File: config.mk
export PLATFORM = sky130hd
export DESIGN_NAME = avalon_xor_dma
export DESIGN_NICKNAME = d
export VERILOG_FILES = /design/src/rtl/avalon_xor_dma.sv
export SDC_FILE = /design/constraint.sdc
export NUM_CORES = 1
export LEC_CHECK = 0
export CAP_MARGIN = 10
export CORE_AREA = 2 2 262 264
export CTS_CLUSTER_SIZE = 16
export DETAILED_ROUTE_END_ITERATION = 6
export DIE_AREA = 0 0 264 266
export PLACE_DENSITY = 0.54
export SLEW_MARGIN = 15
export SYNTH_ARGS = -nofsm -noshare
export SYNTH_HDL_FRONTEND = slang
export SYNTH_SLANG_ARGS = --single-unit
File: constraint.sdc
create_clock -name clk -period 3.5 [get_ports clk]
set_input_delay 0.35 -clock clk [delete_from_list [all_inputs] [get_ports clk]]
set_output_delay 0.35 -clock clk [all_outputs]
set_load 0.01 [all_outputs]
File: src/rtl/avalon_xor_dma.sv
// avalon_xor_dma: register-programmed XOR copy engine.
// The CPU programs KEY[0..KEY_WORDS-1], SRC, DST and NUM through the Avalon-MM
// target port, then writes START to CTRL. Each source word is read through the
// Avalon-MM initiator, XORed with KEY[idx % KEY_WORDS], and written to DST.
// A maskable level IRQ reports completion. ABORT stops after the current transfer.
// Ports:
//   clk, reset_n                       clock, synchronous active-low reset
//   avs_write/avs_writedata/avs_address target register writes; avs_readdata is combinational
//   avm_read/avm_write/avm_address/avm_writedata  initiator requests (registered)
//   avm_readdata, avm_waitrequest      initiator response and stall
//   irq                                DONE & IRQ_EN
module avalon_xor_dma #(
  parameter int unsigned KEY_WORDS = 4,
  parameter int unsigned ADDR_W    = 5,
  parameter int unsigned CNT_W     = 16
) (
  input  logic              clk,
  input  logic              reset_n,
  input  logic              avs_write,
  input  logic [31:0]       avs_writedata,
  input  logic [ADDR_W-1:0] avs_address,
  output logic [31:0]       avs_readdata,
  output logic              avm_read,
  output logic              avm_write,
  output logic [31:0]       avm_address,
  output logic [31:0]       avm_writedata,
  input  logic [31:0]       avm_readdata,
  input  logic              avm_waitrequest,
  output logic              irq
);

  localparam int unsigned KI_W     = (KEY_WORDS > 1) ? $clog2(KEY_WORDS) : 1;
  localparam int unsigned IDX_SRC  = KEY_WORDS;
  localparam int unsigned IDX_DST  = KEY_WORDS + 1;
  localparam int unsigned IDX_NUM  = KEY_WORDS + 2;
  localparam int unsigned IDX_CTRL = KEY_WORDS + 3;
  localparam logic [CNT_W-1:0] CNT_ONE = CNT_W'(1);
  localparam logic [KI_W-1:0]  KI_ONE  = KI_W'(1);

  typedef enum logic [1:0] {S_IDLE, S_RD, S_WR, S_FIN} state_t;

  state_t            state_q, state_d;
  logic [31:0]       key_q [KEY_WORDS];
  logic [31:0]       key_d [KEY_WORDS];
  logic [31:0]       src_q, src_d, dst_q, dst_d;
  logic [CNT_W-1:0]  num_q, num_d, idx_q, idx_d;
  logic [KI_W-1:0]   kidx_q, kidx_d;
  logic [31:0]       src_ptr_q, src_ptr_d, dst_ptr_q, dst_ptr_d;
  logic              irq_en_q, irq_en_d, done_q, done_d;
  logic              aborted_q, aborted_d, abort_pend_q, abort_pend_d;
  logic              avm_read_q, avm_read_d, avm_write_q, avm_write_d;
  logic [31:0]       avm_address_q, avm_address_d, avm_writedata_q, avm_writedata_d;

  logic [31:0] reg_num;
  logic [31:0] cnt32;
  logic [31:0] key_sel;
  logic        busy, cfg_wr, ctrl_wr, start, abort_req, abort_now;
  logic        unused_addr_lsb;

  assign reg_num         = 32'(avs_address[ADDR_W-1:2]);
  assign cnt32           = 32'(idx_q);
  assign unused_addr_lsb = ^avs_address[1:0];
  assign busy            = (state_q == S_RD) || (state_q == S_WR);

  assign avm_read      = avm_read_q;
  assign avm_write     = avm_write_q;
  assign avm_address   = avm_address_q;
  assign avm_writedata = avm_writedata_q;
  assign irq           = done_q & irq_en_q;

  always_comb begin
    state_d         = state_q;
    key_d           = key_q;
    src_d           = src_q;
    dst_d           = dst_q;
    num_d           = num_q;
    idx_d           = idx_q;
    kidx_d          = kidx_q;
    src_ptr_d       = src_ptr_q;
    dst_ptr_d       = dst_ptr_q;
    irq_en_d        = irq_en_q;
    done_d          = done_q;
    aborted_d       = aborted_q;
    abort_pend_d    = abort_pend_q;
    avm_read_d      = avm_read_q;
    avm_write_d     = avm_write_q;
    avm_address_d   = avm_address_q;
    avm_writedata_d = avm_writedata_q;

    key_sel = '0;
    for (int unsigned i = 0; i < KEY_WORDS; i++)
      if (32'(kidx_q) == i) key_sel = key_q[i];

    cfg_wr    = avs_write && !busy;
    ctrl_wr   = avs_write && (reg_num == IDX_CTRL);
    start     = ctrl_wr && avs_writedata[0] && (state_q == S_IDLE);
    abort_req = ctrl_wr && avs_writedata[3] && busy;
    abort_now = abort_pend_q || abort_req;

    if (cfg_wr) begin
      for (int unsigned i = 0; i < KEY_WORDS; i++)
        if (reg_num == i) key_d[i] = avs_writedata;
      if (reg_num == IDX_SRC) src_d = avs_writedata;
      if (reg_num == IDX_DST) dst_d = avs_writedata;
      if (reg_num == IDX_NUM) num_d = avs_writedata[CNT_W-1:0];
    end

    if (ctrl_wr) begin
      irq_en_d = avs_writedata[1];
      if (avs_writedata[2]) done_d = 1'b0;
      if (avs_writedata[4]) aborted_d = 1'b0;
    end
    if (abort_req) abort_pend_d = 1'b1;

    unique case (state_q)
      S_IDLE: begin
        if (start) begin
          src_ptr_d    = src_q;
          dst_ptr_d    = dst_q;
          idx_d        = '0;
          kidx_d       = '0;
          done_d       = 1'b0;
          aborted_d    = 1'b0;
          abort_pend_d = 1'b0;
          if (num_q == '0) begin
            state_d = S_FIN;
          end else begin
            state_d       = S_RD;
            avm_read_d    = 1'b1;
            avm_address_d = src_q;
          end
        end
      end
      S_RD: begin
        if (!avm_waitrequest) begin
          avm_read_d      = 1'b0;
          avm_writedata_d = avm_readdata ^ key_sel;
          if (abort_now) begin
            state_d      = S_IDLE;
            aborted_d    = 1'b1;
            abort_pend_d = 1'b0;
          end else begin
            state_d       = S_WR;
            avm_write_d   = 1'b1;
            avm_address_d = dst_ptr_q;
          end
        end
      end
      S_WR: begin
        if (!avm_waitrequest) begin
          avm_write_d = 1'b0;
          idx_d       = idx_q + CNT_ONE;
          kidx_d      = (32'(kidx_q) == KEY_WORDS - 1) ? '0 : kidx_q + KI_ONE;
          src_ptr_d   = src_ptr_q + 32'd4;
          dst_ptr_d   = dst_ptr_q + 32'd4;
          // A pending abort wins over completion of the last word: DONE stays 0.
          if (abort_now) begin
            state_d      = S_IDLE;
            aborted_d    = 1'b1;
            abort_pend_d = 1'b0;
          end else if (idx_q + CNT_ONE == num_q) begin
            state_d = S_FIN;
          end else begin
            state_d       = S_RD;
            avm_read_d    = 1'b1;
            avm_address_d = src_ptr_q + 32'd4;
          end
        end
      end
      S_FIN: begin
        done_d  = 1'b1;
        state_d = S_IDLE;
      end
      default: state_d = S_IDLE;
    endcase
  end

  always_ff @(posedge clk) begin
    if (!reset_n) begin
      state_q         <= S_IDLE;
      for (int unsigned i = 0; i < KEY_WORDS; i++) key_q[i] <= '0;
      src_q           <= '0;
      dst_q           <= '0;
      num_q           <= '0;
      idx_q           <= '0;
      kidx_q          <= '0;
      src_ptr_q       <= '0;
      dst_ptr_q       <= '0;
      irq_en_q        <= 1'b0;
      done_q          <= 1'b0;
      aborted_q       <= 1'b0;
      abort_pend_q    <= 1'b0;
      avm_read_q      <= 1'b0;
      avm_write_q     <= 1'b0;
      avm_address_q   <= '0;
      avm_writedata_q <= '0;
    end else begin
      state_q         <= state_d;
      key_q           <= key_d;
      src_q           <= src_d;
      dst_q           <= dst_d;
      num_q           <= num_d;
      idx_q           <= idx_d;
      kidx_q          <= kidx_d;
      src_ptr_q       <= src_ptr_d;
      dst_ptr_q       <= dst_ptr_d;
      irq_en_q        <= irq_en_d;
      done_q          <= done_d;
      aborted_q       <= aborted_d;
      abort_pend_q    <= abort_pend_d;
      avm_read_q      <= avm_read_d;
      avm_write_q     <= avm_write_d;
      avm_address_q   <= avm_address_d;
      avm_writedata_q <= avm_writedata_d;
    end
  end

  always_comb begin
    avs_readdata = '0;
    for (int unsigned i = 0; i < KEY_WORDS; i++)
      if (reg_num == i) avs_readdata = key_q[i];
    if (reg_num == IDX_SRC) avs_readdata = src_q;
    if (reg_num == IDX_DST) avs_readdata = dst_q;
    if (reg_num == IDX_NUM) avs_readdata = 32'(num_q);
    if (reg_num == IDX_CTRL)
      avs_readdata = {cnt32[15:0], 11'b0, aborted_q, 1'b0, done_q, irq_en_q, busy};
  end

endmodule

---- Word level (Yosys, flattened, before mapping) ----
Cells that the tools add are included.
storage, ports and cells
  output and inout port bits .............. 99
  bits in latches ......................... 0
  logic and storage cells ................. 144
  input port bits ......................... 73
  memories kept ........................... 0
  RAM bits ................................ 0
  flip-flop bits (word level) ............. 362
  bits in read-only memories .............. 0
operators by class
  $add $sub $neg .......................... 4
  shifts and indexed selects .............. 0
  bitwise logic cells ..................... 3
  eq/ne operators ......................... 21
  divide/modulo/power cells ............... 0
  reduce and logical (&&, ||, !) cells .... 30
  multiplexer cells ....................... 66
  magnitude comparators ................... 0
  $mul .................................... 0
operators by type and width
  kind                   count
  $mux 32                23
  $pmux 32 s2            2
  $pmux 32 s3            1
  $add 32x3->32 const B  2
  $logic_not 32->1       1
  $mux 16                2
  $pmux 16 s2            1
  $xor 32x32->32         1
  $mux 1                 20
  $mux 2                 10
  $add 16x1->16 const B  1
  $eq 16x16->1           1
  $logic_not 16->1       1
  $reduce_and 2->1       8
  $ne 2x2->1 const B     7
  $eq 3x3->1 const B     4
  $eq 2x2->1 const B     4
  $pmux 1 s2             4
  $pmux 2 s4             1
  $reduce_and 8->1       1
  $reduce_and 7->1       1
  $eq 3x2->1 const B     2
  $logic_and 1x1->1      6
  $reduce_and 3->1       2
  other kinds (14)       18

---- Longest topological paths before layout ----
Gate-level depths: netlist of run 1.
  word-level depth ........................ 9
  mapped depth ............................ 12
  mapped depth without buffers ............ 9

---- Worst setup path after synthesis of run 1 ----
No wires, ideal clock.
  path type ............................... register to register
  from .................................... register idx_q[0]
  to ...................................... register avm_address_q[18] (netlist: avm_address[18])
  clock period less this slack ............ 3.110 ns
  path buffers ............................ 3
  cell stages (with the launch flop) ...... 12
  required time ........................... 3.428 ns
  slack ................................... 0.390 ns
  arrival time ............................ 3.038 ns
  setup time .............................. 0.072 ns
  cell sequence ........................... dfxtp_1 > ha_1 > nand3_2 > nor4_1 > mux2_2 > a2111o_1 > or4_1 > buf_2 > nand2_4 > buf_12 > buf_12 > mux2i_1
between the ends
  cells in the longest elaborated chain, start to end .. 4
ends and longest elaborated chain
  item                               RTL line  text
  from (decl)                        46        logic [CNT_W-1:0] num_q, num_d, idx_q, idx_d;
  from (signal assigned)             203       idx_q <= idx_d;
  $add 16x1->16                      161       end else if (idx_q + CNT_ONE == num_q) begin
  $eq 16x16->1                       161
  $ne 2x2->1 (no source line)        n/a
  $reduce_and 8->1 (no source line)  n/a
  to (signal assigned)               213       avm_address_q <= avm_address_d;
  to (decl)                          52        logic [31:0] avm_address_q, avm_address_d, avm_writedata_q, avm_writedata_d;
Every way passes these cells.
A chain may end at the register's enable or synchronous reset.

---- Worst setup path in the final report of run 1 ----
  from .................................... input port avs_address[4]
  to ...................................... output port avs_readdata[11]
between the ends
  cells in the longest elaborated chain, start to end .. 9
  elaborated cells between the ends (all ways) .. 16
  classes of those cells .................. 7 x eq/ne; 8 x mux; 1 x reduce/logical
ends and longest elaborated chain
  item                   RTL line  text
  from (decl)            21        input logic [ADDR_W-1:0] avs_address,
  $logic_not 32->1       221       if (reg_num == i) avs_readdata = key_q[i];
  $mux 32 (4 in series)  221
  $mux 32                222       if (reg_num == IDX_SRC) avs_readdata = src_q;
  $mux 32                223       if (reg_num == IDX_DST) avs_readdata = dst_q;
  $mux 32                224       if (reg_num == IDX_NUM) avs_readdata = 32'(num_q);
  $mux 32 (*)            225       if (reg_num == IDX_CTRL)
  to (decl)              22        output logic [31:0] avs_readdata,
Mark *: on every way between the ends. The rest lies on a longest branch, timed or not.

==> reports/metrics.cfg, run 1 <==
[setup_path]
r2r_slack_ns=0.27
r2r_start=idx_q[1]
cp-startpoint=avs_address[4]
cp_max_fo=11
cpPeakStageDelay_ns=0.64
reg2reg_to=avm_address[27]
path_class=in -> out
end_kind=output pin
crit_chain=clkdlybuf4s50_1 > buf_4 > nor2_1 > buf_4 > a22oi_1 > o22ai_1 > a221oi_1 > nor2_1 > clkdlybuf4s50_1
worst-r2r-cell-count=9
crit_arrival_ns=2.99
cp.required_ns=3.15
startpoint_type=primary input
crit_slowest_cell=clkdlybuf4s50_1

[hold_path]
hp-class=in -> reg
hold_path_end=avm_address[10]
hp-start=reset_n
holdPathStages=3

[global_routing]
grt_overflow_total=0
grt_antenna_before_repair=2
grt.total_usage=0.201
grt_pass1_wl_um=112000
grt_pass1_vias=18400
grt_start_max_net_pins=116

[sta]
min_period_ns=3.34
fmax_mhz=299
fin_crit_sh=0.954
rsz0062_at_grt=false
relSlewSlack=0.322
worst_slew_pin_slew_ns=1.01
setup_viol=0
finClkSkew_ns=0.0162
maxSlewViolCount=0
whs_ns=0.342
hold_viol=0
fin_setup_tns_ns=0

[clocking]
cts_buffers=42
cts_tree=built
hold_buffers=0
clock-sinks=362
clk_latency_ns=0.57
cts_max_level=2
cts-root-buf=clkbuf_16
clkTransAtPathRegs_ns=0.06
clk_path_buf_depth=3

[logic_synthesis]
avgSynthCellArea_um2=7.63
synthFlopType=dfxtp_1
async_reset_ff_frac=0
synth_edf_count=0
ys_seq_elements=362
syn_nets=2706
postSynthCellCount=2622
syn_area_um2=20000
synth_warnings=0
ys_seq_area_frac=0.362
yosysUniqueCellTypes=75

[drt]
first_pass_iters=5
ant_nets=0
drc=0
detailedRoute.firstIterationViolations=1576
avgRoutedWirePerCell_um=20.2
num_vias=19300
wl_um=72600
avgViaCountPerCell=5.36

[final_layout]
final_cell_mix=nand2_1 (645), dfxtp_1 (362), a21boi_0 (226)
regArea_um2=7250
drive_above_1_share=0.0771
nFillCells=7105
num_antenna_cells=0
nNetsFinal=2770
final_common_cell=nand2_1
final_util=0.354
syn_to_final_growth_pct=19.8
multi_input_area_um2=11700
instances_no_fill=3593

[place]
io_buffers=169
gp_congestion=0.867
dp.cells=3524
dp_hpwl_um=50500

[floorplan]
die_y_um=266
dieWidth_um=264
io_pins=172
core_area_um2=67700
start_util=0.295
rows=96
die_area_um2=70200

[run_status]
status=finished, final reports clean

[power_and_ir_drop]
clock_power_share=0.334
p_leak_nw=7.96
power.switching_w=0.00447
p_sw_frac=0.349
p_total_w=0.0128
seqPwrFrac=0.368
vdd_ir_drop_max_v=0.000369
power.density_nw_per_um2=534
power.internal_w=0.00833
pwr-share-comb=0.298

[run]
max-cap-violations=0

what timing repair did:
item | 4_1_cts | 5_1_grt
setup buffers | 0 | 0
setup endpoints to repair | 0 | 12
gates resized for setup | 0 | 1
worst max-delay path: cells and delay by family:
family	cells	cell delay (ns)
AO/OA/AOI/OAI	3	0.37
buffers and inverters	4	1.74
AND/OR/NAND/NOR	2	0.53
cells by family after synthesis:
logic type,Yosys count,synth area share
XOR/XNOR,71,0.0311
flip-flops,362,0.362
AND/OR/NAND/NOR,1043,0.233
AO/OA/AOI/OAI,780,0.255
adder cells (fa/ha/maj),11,0.00688
multiplexers,89,0.0577
buffers and inverters,266,0.0535
worst max-delay path by stage:
stage | end
floorplan | avm_address[18]
global placement | avm_address[31]
detailed placement | avm_address[27]
CTS | avm_address[27]
global route | avs_readdata[1]
finish | avs_readdata[11]
metal layers:
layer,vias to the layer above,track usage,share of wire
li1,9245,-,-
met4,4,0.0587,0.026
met5,-,0,0.00037
met3,115,0.0281,0.062
met1,9244,0.282,0.46
met2,643,0.321,0.45
final cells by class:
type	count	area share
inverter	41	0.00642
multi-input combinational	1994	0.490
tap	882	0.0461
clock buffer	56	0.0486
timing repair buffer	245	0.101
sequential	362	0.303
clock inverter	13	0.00496
flip-flops by register name (all words and copies together) (netlist names):
register,flops
key_q,128
avm_address,32
avm_writedata,32
dst_ptr_q,32
dst_q,32
src_ptr_q,32
src_q,32
idx_q,16
num_q,16
kidx_q,2
state_q,2
abort_pend_q,1
aborted_q,1
avm_read,1
avm_write,1
done_q,1
irq_en_q,1
power by group through the flow:
stage / registers [W] / clock network, W / logic (W)
after floorplan: 0.00475 / 0 / 0.00242
after global placement: 0.00477 / 0 / 0.00374
after detailed placement: 0.00479 / 0 / 0.00380
after CTS: 0.00470 / 0.00438 / 0.00381
after global routing: 0.00475 / 0.00454 / 0.00416
final: 0.00471 / 0.00427 / 0.00382
metrics by stage:
stage	worst slack (ns)	instance area [um2]
after global routing	0.0780	24000
after floorplan	0.390	20000
final	0.159	24000
after global placement	0.209	22700
after detailed placement	0.113	22700
after CTS	0.142	23900
Yosys cell counts (38+ instances only):
cell type,instances,area share
nor3_1,41,0.010
nor2_1,97,0.018
dfxtp_1,362,0.36
xnor2_1,59,0.026
a21oi_1,197,0.049
nand2_1,645,0.12
nand3_1,39,0.0098
inv_1,39,0.0073
mux2i_1,59,0.030
clkbuf_1,180,0.034
o21ai_0,150,0.038
and2_1,62,0.019
o22ai_1,38,0.012
a21boi_0,226,0.085
Note: power is estimated with default switching activity, not from simulation.
==> run 2, diff against run 1 <==
- CAP_MARGIN: 10 -> default
==> results of run 2 <==
Final layout, timing and power as in run 1 (identical DEF).
==> RTL change 1, RTL diff (config.mk and constraints of run 2) <==
Encoding of `state_t`: now Gray code (2 bits for 4 states).
--- a/src/rtl/avalon_xor_dma.sv
+++ b/src/rtl/avalon_xor_dma.sv
@@ -38,5 +38,5 @@
   localparam logic [KI_W-1:0]  KI_ONE  = KI_W'(1);
 
-  typedef enum logic [1:0] {S_IDLE, S_RD, S_WR, S_FIN} state_t;
+  typedef enum logic [1:0] {S_IDLE = 2'b00, S_RD = 2'b01, S_WR = 2'b11, S_FIN = 2'b10} state_t;
 
   state_t            state_q, state_d;
Formal check against the unedited RTL: no difference found for any inputs over 4 cycles, from zero or initial values and one cycle with reset_n low; so few cycles prove little.
==> RTL change 1 against run 2 <==
Register-to-register slack improved by 0.11 ns; sequential cell count is the same; die area did not move; design area fell by 2.9%; utilization shrank 1.0 points; wire length shrank 1.3%; synthesized area decreased by 4.0%; setup slack improved by 0.22 ns.
Power is not compared: it rests on default switching activity, and its combinational part moved more than twofold at a synthesized area within 25%.
==> RTL change 1: results (changes against run 2) <==
| Metric | Value |
|---|---|
| Status | `completed` |
| CTS H-tree depth | `2 (unchanged)` |
| Post-Synth Adder-Cell Area | `0.00456 (-0.00232)` |
| Synth Area in Compound Gates | `0.241 (-0.0141)` |
| CP max-delay cell | `or3_1` |
| Worst slew pin tran | `0.845 ns (-0.163 ns)` |
| Clock-pin slew on the worst setup and hold paths | `0.06 ns (about the same)` |
| Synthesis warning total | `0 (unchanged)` |
| Worst EP arrival | `3.60 ns (+0.61 ns)` |
| Syn Nets | `2,710 (+0.15%)` |
| XOR/XNOR Fraction of Synth Area | `0.0370 (+0.00586)` |
| Clock Latency Late Sink | `about 0.58 ns` |
| Worst vdd ir | `0.299 mV` |
| Sequential-to-total area share from yosys stat | `0.378 (+0.0151)` |
| # port buffers | `169 (unchanged)` |
| Proportion of layout cells with a drive suffix above 1 | `0.0900 (+0.0129)` |
| Drt wl/cell | `19.9 microns (-1.6%)` |
| Hold Crit Class | `flop to flop` |
| CTS buffer count | `43 (+2.4%)` |
| Biggest register | `key_q` |
| Dpl hpwl | `49,900 microns (-1.3%)` |
| Skew final | `0.0151 ns (-0.00111 ns)` |
| Worst-path fanout max | `21 (+10)` |
| Max FFs per register | `128 (unchanged)` |
| Clock root buffer | `clkbuf_16` |
| Leak | `between 7 and 8 nW` |
| First-pass GRT wire length | `109,000 microns (-2.6%)` |
| Max stage delay on crit path | `0.46 ns (-0.18 ns)` |
| Crit-path leading delay family | `simple AND/OR/NAND/NOR gates` |
| Vias per cell | `5.22 (-2.5%)` |
| FFs w/ async S/R, synth | `0 (unchanged)` |
| Core area | `67,700 sq um (unchanged)` |
| Vias in the first global route | `17,100 (-6.8%)` |
| Primary FF master, synth | `dfxtp_1` |
| Top cells by area, synth | `dfxtp_1 (38%), nand2_1 (13%), a21oi_1 (12%)` |
| 1st-iter DRT viols | `1,391 (-12%)` |
| First-pass iteration count of the detailed router | `5 (unchanged)` |
| GPL Wtd Cong | `0.854 (-1.6%)` |
| DP Worst Slack | `0.297 ns (+0.183 ns)` |
| Resized Gates After CTS | `0 (unchanged)` |
| CTS Buffer Depth | `3 (unchanged)` |
| NumNets Final | `2,770 (unchanged)` |
| ANT cells | `0 (unchanged)` |
| Setup bufs post-CTS | `0 (unchanged)` |
| Synth cell types | `69 (-8.0%)` |
| Fillers | `7,239 (+1.9%)` |
| Most frequent cells after synthesis | `nand2_1 (682), a21oi_1 (459), dfxtp_1 (362)` |
| Post-synthesis mux area share | `0.0468 (-0.0109)` |
| Largest family of logic cells by synthesized area | `compound AO/OA/AOI/OAI gates` |
| Initial antenna violation count | `2 (unchanged)` |
| Pin count of the biggest net entering global routing | `89 (-23%)` |
| Total GRT Usage | `0.197 (-0.00423)` |
[RTL change 1: metal layers]
metal,GRT usage,vias to the layer above,routed length (microns)
met2,0.307,545,31800
met1,0.287,8947,34400
met3,0.0231,80,3920
met4,0.0513,2,1580
li1,-,9247,-
met5,0,-,13
[RTL change 1: power breakdown]
| group | internal (W) | switching, W | total (W) |
|---|---|---|---|
| sequential | 0.00424 | 0.000108 | 0.00434 |
| clock | 0.00265 | 0.00193 | 0.00458 |
| combinational | 0.000449 | 0.000711 | 0.00116 |
[RTL change 1: layout make-up]
type                       instances  area (sq um)  area share
timing repair buffer             251          2420       0.104
sequential                       362          7250       0.311
clock buffer                      62          1300      0.0558
clock inverter                    15           123     0.00527
inverter                          26           105     0.00452
multi-input combinational       2006         11000       0.471
tap                              882          1100      0.0474
[RTL change 1: logic make-up (layout without fill, tap and decap cells)]
logic type      count (synthesis)  in the layout
simple gates                 1064           1064
compound gates                790            790
flops                         362            362
buf+inv                       262            354
xor+xnor                       81             81
mux                            64             64
fa+ha+maj                       7              7
[RTL change 1: tightest hold or removal path, stage by stage (launching register included)]
cell     delay [ns]
dfxtp_1        0.30
nand2_1        0.05
a21oi_1        0.05
[RTL change 1: through the flow]
| stage | total power, W | hold WS, ns | cell area (sq um) | std cells | util |
|---|---|---|---|---|---|
| 6_report | 0.0101 | 0.452 | 23300 | 3604 | 0.343 |
| 5_1_grt | 0.0104 | 0.464 | 23300 | 3604 | 0.343 |
| 4_1_cts | 0.0102 | 0.439 | 23300 | 3604 | 0.343 |
| 3_5_place_dp | 0.00560 | 0.445 | 21800 | 3527 | 0.323 |
| 3_3_place_gp | 0.00559 | 0.438 | 21800 | 3527 | 0.323 |
| 2_1_floorplan | 0.00502 | 0.436 | 19200 | 2630 | - |
[RTL change 1: worst paths after layout]
check / startpoint / to / slack (ns) / cells past startpoint
worst max-delay path: idx_q[0]$_SDFFE_PN0P_ / avm_address[19]$_SDFFE_PN0P_ / 0.38 / 9
worst min-delay path: avm_writedata[2]$_SDFFE_PN0P_ / avm_writedata[2]$_SDFFE_PN0P_ / 0.45 / 2
worst max register to register: idx_q[0]$_SDFFE_PN0P_ / avm_address[19]$_SDFFE_PN0P_ / 0.38 / 9
worst min register to register: avm_writedata[2]$_SDFFE_PN0P_ / avm_writedata[2]$_SDFFE_PN0P_ / 0.45 / 2
==> RTL change 2, RTL diff (settings of run 2) <==
Without the edit above. The parameter `CNT_W` goes from 16 to 32.
--- a/src/rtl/avalon_xor_dma.sv
+++ b/src/rtl/avalon_xor_dma.sv
@@ -13,5 +13,5 @@
   parameter int unsigned KEY_WORDS = 4,
   parameter int unsigned ADDR_W    = 5,
-  parameter int unsigned CNT_W     = 16
+  parameter int unsigned CNT_W     = 32
 ) (
   input  logic              clk,
Check against the original RTL: not equivalent (Yosys sat finds a counterexample within 4 cycles, from zero or initial values and one cycle with reset_n low).
==> RTL change 2 against run 2 <==
Sequential share of layout area grew 0.82 points; global-route usage is 2.1 points higher; critical endpoint is now avm_address[15]$_SDFFE_PN0P_; wire length rose by 11%; clock power rose by 14%; hold slack got worse by 0.048 ns; sequential cell count is 32 higher; synthesized area increased by 6.5%; design area is 6.0% higher; final cell count increased by 8.5%; synthesized cell count increased by 12%; setup slack improved by 0.054 ns; total power up 6.0%.
==> RTL change 2: results (changes against run 2) <==
| Metric | Value |
|---|---|
| Status | `completed` |
| Pin count of the biggest net entering global routing | `104 (-10%)` |
| Total GRT Usage | `0.223 (+0.0213)` |
| Worst-path fanout max | `18 (+7)` |
| Clock power share | `0.359 (+0.025)` |
| NumNets Final | `3,065 (+11%)` |
| Internal power | `0.00892 W (+7.1%)` |
| Placement Cell Area | `23,900 sq um (+5.3%)` |
| Proportion of layout cells with a drive suffix above 1 | `0.0765 (-0.000553)` |
| Routed WL | `80,500 microns (+11%)` |
| CP max-delay cell | `or4_1` |
| Sequential-to-total area share from yosys stat | `0.370 (+0.00798)` |
| Top cells by area, synth | `dfxtp_1 (37%), nand2_1 (14%), a21oi_1 (11%)` |
| Worst slew pin tran | `0.994 ns (-0.0136 ns)` |
| Most frequent cells after synthesis | `nand2_1 (777), a21oi_1 (465), dfxtp_1 (394)` |
| 1st-iter DRT viols | `1,791 (+14%)` |
| Dpl hpwl | `56,000 microns (+11%)` |
| Vias per cell | `5.33 (-0.58%)` |
| First-pass GRT wire length | `122,000 microns (+9.0%)` |
| DP Worst Slack | `0.262 ns (+0.149 ns)` |
| Skew final | `0.0283 ns (+0.0121 ns)` |
| Power, Total | `0.0136 W (+6.0%)` |
| Post-synthesis area per instance | `7.28 sq um (-4.6%)` |
| Cells after DPL | `3,814 (+8.2%)` |
| CTS buffer count | `47 (+12%)` |
| Synth cell types | `78 (+4.0%)` |
| Drt wl/cell | `20.6 microns (+2.1%)` |
| Initial antenna violation count | `5 (+3)` |
| Seq pwr | `0.00511 W (+8.5%)` |
| GPL Wtd Cong | `0.897 (+3.5%)` |
| Leak | `8.63 nW (+8.4%)` |
| Max stage delay on crit path | `0.62 ns (-0.02 ns)` |
==> RTL change 2: cell types whose count changed after synthesis, sizes merged, moves of 48 or more <==
cell	change
a21boi	-225
a21oi	+269
nand2	+132
nor2	+121
o21ai	-48
==> RTL change 2: area by class of cell <==
class | instances | area (sq um)
clock inverter | 7 | 50.0
multi-input combinational | 2247 | 12300
tap | 882 | 1100
timing repair buffer | 257 | 2470
sequential | 394 | 7890
inverter | 34 | 135
fill | 7252 | 42400
clock buffer | 79 | 1460
==> RTL change 2: cell families after synthesis <==
family | count (synthesis) | synth area share
compound gates | 785 | 0.214
xor+xnor | 101 | 0.0415
fa+ha+maj | 11 | 0.00646
buf+inv | 285 | 0.0552
flops | 394 | 0.370
mux | 106 | 0.0610
simple gates | 1244 | 0.251
==> RTL change 2: worst paths after layout <==
path	endpoint	depth (start not counted)	slack, ns	from
worst max-delay path	avm_address[15]$_SDFFE_PN0P_	10	0.21	cnt32[23]$_SDFFE_PN0P_
worst min-delay path	src_ptr_q[5]$_SDFFE_PN0P_	3	0.29	reset_n
worst max register to register	avm_address[15]$_SDFFE_PN0P_	10	0.21	cnt32[23]$_SDFFE_PN0P_
worst min register to register	avm_writedata[28]$_SDFFE_PN0P_	2	0.45	avm_writedata[28]$_SDFFE_PN0P_
==> RTL change 2: worst max-delay path: cells and delay by family (launching register included) <==
family          cells  cell delay (ns)
flops               1             0.52
mux                 2             0.43
buf+inv             1             0.20
simple gates        6             1.93
compound gates      1             0.10
==> RTL change 2: routing by layer <==
metal  vias up  wire length, microns  global-route usage
met4         6                  2630              0.0785
met3       123                  6200              0.0462
li1      10200                     -                   -
met1      9769                 37800               0.318
met5         -                    34                   0
met2       670                 33800               0.330
